### config.mk
export PLATFORM = sky130hd
export DESIGN_NAME = fetch_sequencer
export DESIGN_NICKNAME = d
export VERILOG_FILES = /design/src/rtl/fetch_sequencer.sv
export SDC_FILE = /design/constraint.sdc
export NUM_CORES = 1
export LEC_CHECK = 0
export ABC_AREA = 1
export ABC_CLOCK_PERIOD_IN_PS = 2000
export CAP_MARGIN = 5
export CORE_AREA = 10 10 85 87
export DETAILED_ROUTE_END_ITERATION = 10
export DIE_AREA = 0 0 95 97
export PLACE_DENSITY = 0.82
export REMOVE_ABC_BUFFERS = 1
export SYNTH_ARGS = -nofsm -noshare
export SYNTH_HDL_FRONTEND = slang
export SYNTH_SLANG_ARGS = --single-unit
### constraint.sdc
create_clock -name clock -period 2 [get_ports clock]
set_input_delay 0.4 -clock clock [delete_from_list [all_inputs] [get_ports clock]]
set_output_delay 0.4 -clock clock [all_outputs]
set_load 0.05 [all_outputs]
### src/rtl/fetch_sequencer.sv
// fetch_sequencer: front-end control of the multi-cycle CPU.
// Holds the 5-phase one-hot phase ring, the instruction register and the
// program counter. Every output is a plain register output.
module fetch_sequencer #(
    parameter int               WIDTH    = 16,
    parameter logic [WIDTH-1:0] RESET_PC = '0
) (
    input  logic             clock,
    input  logic             reset,
    input  logic [WIDTH-1:0] ir_wdata,
    input  logic [WIDTH-1:0] pc_load,
    input  logic             pc_load_en,
    input  logic             pc_hold,
    input  logic             halt,
    output logic [4:0]       phase,
    output logic [WIDTH-1:0] ir,
    output logic [WIDTH-1:0] pc,
    output logic             halted
);

    localparam logic [4:0] P1 = 5'b00001;
    localparam logic [4:0] P2 = 5'b00010;
    localparam logic [4:0] P3 = 5'b00100;
    localparam logic [4:0] P4 = 5'b01000;
    localparam logic [4:0] P5 = 5'b10000;

    logic [4:0]       phase_reg, phase_next;
    logic [WIDTH-1:0] ir_reg, ir_next;
    logic [WIDTH-1:0] pc_reg, pc_next;
    logic             halted_reg;

    // Phase ring: advance one step per unhalted edge; any corrupted
    // (non-one-hot) value is steered back to P1.
    always_comb begin
        phase_next = phase_reg;
        if (!halt) begin
            case (phase_reg)
                P1:      phase_next = P2;
                P2:      phase_next = P3;
                P3:      phase_next = P4;
                P4:      phase_next = P5;
                P5:      phase_next = P1;
                default: phase_next = P1;
            endcase
        end
    end

    // Instruction capture happens only on the edge that ends P1.
    always_comb begin
        ir_next = ir_reg;
        if (!halt && (phase_reg == P1))
            ir_next = ir_wdata;
    end

    // PC: increment at the end of P1 (unless held), branch at the end of P5.
    // The increment wraps naturally at the register width.
    always_comb begin
        pc_next = pc_reg;
        if (!halt) begin
            if ((phase_reg == P1) && !pc_hold)
                pc_next = pc_reg + 1'b1;
            else if ((phase_reg == P5) && pc_load_en)
                pc_next = pc_load;
        end
    end

    // State registers with immediate (asynchronous) reset.
    always_ff @(posedge clock or posedge reset) begin
        if (reset) begin
            phase_reg  <= P1;
            ir_reg     <= '0;
            pc_reg     <= RESET_PC;
            halted_reg <= 1'b0;
        end else begin
            phase_reg  <= phase_next;
            ir_reg     <= ir_next;
            pc_reg     <= pc_next;
            halted_reg <= halt;
        end
    end

    assign phase  = phase_reg;
    assign ir     = ir_reg;
    assign pc     = pc_reg;
    assign halted = halted_reg;

endmodule

Yosys cells after proc, flatten, opt, wreduce, memory -nomap -nowiden
Index checks and enable logic that the tools add are counted.
{ "word_totals": {"reg_bits": 38, "input_bits": 37, "output_inout_bits": 38, "elab_cells": 21} }
{ "classes": {"add_sub_neg": 1, "eq_ne": 5, "muxes": 3, "n_bitwise": 1, "n_reduce_logical": 7} }
{ "ops": {"columns": ["cell", "n"], "rows": [
  ["16-bit 2-to-1 mux", 2],
  ["5-bit case mux with 4 select lines", 1],
  ["16-bit by 1-bit adder with 16-bit output (second input constant)", 1],
  ["5-bit by 1-bit equality test with 1-bit output (second input constant)", 1],
  ["5-bit by 2-bit equality test with 1-bit output (second input constant)", 1],
  ["5-bit by 3-bit equality test with 1-bit output (second input constant)", 1],
  ["5-bit by 4-bit equality test with 1-bit output (second input constant)", 1],
  ["5-bit equality test (second input constant)", 1],
  ["1-bit logical AND", 3],
  ["1-bit logical NOT", 2],
  ["2-bit AND reduction", 1],
  ["2-bit nonzero test", 1],
  ["1-bit NOT", 1]
]} }

Longest topological paths before layout
{ "depth": {"word_depth": 4, "mapped_depth": 9, "ltp_nobuf": 8} }

Least setup slack after synthesis
No wires, ideal clock.
{ "synth_path": {"kind": "register to register", "from": "register pc_reg[1] (netlist: pc[1])", "to": "register pc_reg[10] (netlist: pc[10])", "setup_time_ns": 0.118, "t_arrival_ns": 1.611, "required_time_ns": 1.882, "setup_slack_ns": 0.271, "stages_incl_launch_ff": 9, "path_buffers": 0, "synth_period_minus_slack_ns": 1.729, "path_cell_list": "dfrtp_1 > ha_1 > nand3_1 > inv_1 > nand2_1 > o21ai_0 > nand3_1 > nand2_1 > nand2_1"} }
{ "synth_between": {"elab_chain_cells": 2} }
{ "synth_lines": {"columns": ["element", "line", "source"], "rows": [
  ["start: declaration", "29", "logic [WIDTH-1:0] pc_reg, pc_next;"],
  ["start signal: assignment", "77", "pc_reg <= pc_next;"],
  ["16-bit by 1-bit adder with 16-bit output", "61", "pc_next = pc_reg + 1'b1;"],
  ["16-bit 2-to-1 mux", "60", "if ((phase_reg == P1) && !pc_hold)"]
]} }
Every way passes these cells.
A chain may end at the register's enable or synchronous reset.

Worst setup path in the final report
{ "layout_path": {"from": "register ir_reg[2] (netlist: ir[2])", "to": "output ir[2]"} }
{ "layout_rtl": {"columns": ["element", "line", "source"], "rows": [
  ["start: declaration", "28", "logic [WIDTH-1:0] ir_reg, ir_next;"],
  ["start signal: assignment", "76", "ir_reg <= ir_next;"],
  ["end: declaration", "16", "output logic [WIDTH-1:0] ir,"]
]} }
No word-level cell between the ends.

==> impl_metrics.json <==
{
  "worst_r2r_endpoint": "pc[7]",
  "cp_max_fo": 2,
  "clk_latency_ns": 0.29,
  "start_kind": "register",
  "grt.total_usage_pct": 12.7,
  "cts_root_buf": "clkbuf_8",
  "core_area_mm2": 0.00547,
  "setup_tns_ns": 0,
  "antenna_found_initial": 0,
  "drt_iter0_drc": 116,
  "hold_viol": 0,
  "worstPathRequired_ns": 1.60,
  "die_w_um": 95,
  "final_cell_area_mm2": 0.00302,
  "grt_pass1_vias": 2083,
  "wl_per_cell_um": 13.5,
  "setup_viol": 0,
  "crit_type": "register to primary output",
  "grt_max_degree": 21,
  "yosysWarnings": 0,
  "cp_top_family": "buffers and inverters",
  "max-clock-path-buffers": 2,
  "r2r-start": "phase[0]",
  "cts.sinks": 38,
  "worstPathCellList": "clkdlybuf4s50_1",
  "worst_hold_slack_ns": 0.376,
  "die_y_um": 97,
  "antenna_cells": 0,
  "utilization_pct": 55.1,
  "place_congestion": 0.884,
  "yosysSeqAreaShare_pct": 44.2,
  "maxSlewViolCount": 0,
  "fin_worst_skew_ns": 0.00460,
  "grt.overflow.total": 0,
  "max_freq_mhz": 527,
  "end_kind": "primary output",
  "fin_nets": 393,
  "period_share_pct": 94.9,
  "cts_tree": "yes",
  "yosysTopAreaCell": "dfrtp_1",
  "via_per_inst": 4.68,
  "grt_setup_unrepaired": "false",
  "tightest_slew_ns": 0.536,
  "start_util_pct": 39.4,
  "numCtsBuffers": 5,
  "dp_hpwl_um": 4490,
  "synth_cell_types": 23,
  "grt_pass1_wl_um": 9610,
  "leakagePower_nw": 1.54,
  "crit_buf_inv": 1,
  "postCtsHoldBufs": 0,
  "wl_um": 5760,
  "postRouteAntennaNets": 0,
  "synth_area_mm2": 0.00215,
  "place_area_mm2": 0.00294,
  "clk_pin_slew_ns": 0.08,
  "p_total_mw": 5.00,
  "cp_data_arrival_time_ns": 1.50,
  "synth_seq_cells": 38,
  "synth_top_area_share_pct": 43.0,
  "hold_class": "input pin to asynchronous set/reset pin",
  "post-cts-setup-buffers": 0,
  "area_delta_synth_final_pct": 40.1,
  "status": "finished clean",
  "critPathSlowestCell": "clkdlybuf4s50_1",
  "avgSynthCellArea_um2": 7.86,
  "io_buffers": 74,
  "max-cap-violations": 0,
  "drive_gt1_share_pct": 16.3,
  "dr.pass1.iters": 4,
  "ctsHtreeMaxLevel": 2,
  "reg2reg_depth": 7,
  "cts_resized": 0,
  "cpPeakStageDelay_ns": 0.83,
  "num_vias": 2004,
  "dieArea_mm2": 0.00922,
  "drc": 0,
  "row_count": 27,
  "period_minus_slack_ns": 1.90,
  "synth_cells": 274,
  "powerDensity_mw_per_mm2": 1660,
  "synth.top_cells.by_area": "dfrtp_1 (43%), nand2_1 (16%), inv_1 (7.1%)",
  "io_pins": 75,
  "vdd_drop_max_mv": 1.13,
  "maxSlewHeadroom_pct": 64.2,
  "cp_num_cells": 1,
  "rrSetupSlack_ns": 0.39
}
## report_power, final
part           internal, mW  switching [mW]
combinational          1.04            1.94
sequential             1.12           0.374
clock                 0.242           0.271
total                  2.41            2.59
## cell type report
cell class              instances  area (µm²)
well taps                      72        90.1
fillers                       515        2450
repair buffers                 80         733
clock buffers                   6        72.6
flip-flops and latches         38         952
clock inverters                 2        10.0
multi-input cells             187         998
inverters                      43         161
## worst max-delay path by stage
stage | startpoint | endpoint | slack (ns)
final | ir[2] | ir[2] | 0.10
after global routing | ir[2] | ir[2] | 0.03
after CTS | ir[2] | ir[2] | 0.07
after detailed placement | halt | ir[12] | 0.16
after global placement | halt | ir[12] | 0.19
after floorplan | phase[0] | pc[0] | -0.03
## logic make-up (layout without fill, tap and decap cells)
| kind of cell | count (synthesis) | count (layout) | share of synthesized area [%] |
|---|---|---|---|
| XOR/XNOR | 3 | 3 | 1.22 |
| AND/OR/NAND/NOR | 151 | 151 | 30.7 |
| adder cells (fa/ha/maj) | 1 | 1 | 0.581 |
| flip-flops | 38 | 38 | 44.2 |
| AO/OA/AOI/OAI | 16 | 16 | 3.89 |
| buffers and inverters | 49 | 131 | 9.47 |
| multiplexers | 16 | 16 | 9.93 |
## cells in the final DEF (no fill, tap or decap)
master	n
inv_2	2
ha_1	1
nor2_1	22
o21a_1	1
nand3b_1	1
nand4_4	1
nor2_4	2
dfrtp_1	37
clkbuf_1	1
buf_4	27
o21ai_0	14
nand4_2	1
nand2_1	91
mux2_4	9
nand2_2	1
xor2_1	2
dfstp_2	1
inv_1	41
xnor2_1	1
clkbuf_8	5
clkdlybuf4s50_1	53
o22ai_1	1
clkinv_2	2
nand3_1	26
nand4_1	6
mux2_2	7
## metrics by stage
stage	std cells	setup WS, ns
6_report	428	0.101
5_1_grt	428	0.0294
3_3_place_gp	420	0.186
3_5_place_dp	420	0.156
2_1_floorplan	268	-0.0254
4_1_cts	428	0.0659
## routing by layer
layer	global-route usage [%]	routed length (µm)	up-vias
li1	-	-	1016
met4	2.97	44	0
met3	9.71	937	4
met2	19.0	2440	89
met5	0	0	-
met1	13.8	2340	895
## Yosys cell counts, drive strengths merged
cell	instances
nand3	26
nand4	8
o22ai	1
ha	1
mux2	16
xnor2	1
inv	43
nor2	24
nand2	92
o21ai	14
o21a	1
nand3b	1
dfstp	1
dfrtp	37
buf	6
xor2	2
Note: power is estimated with default switching activity, not from simulation.
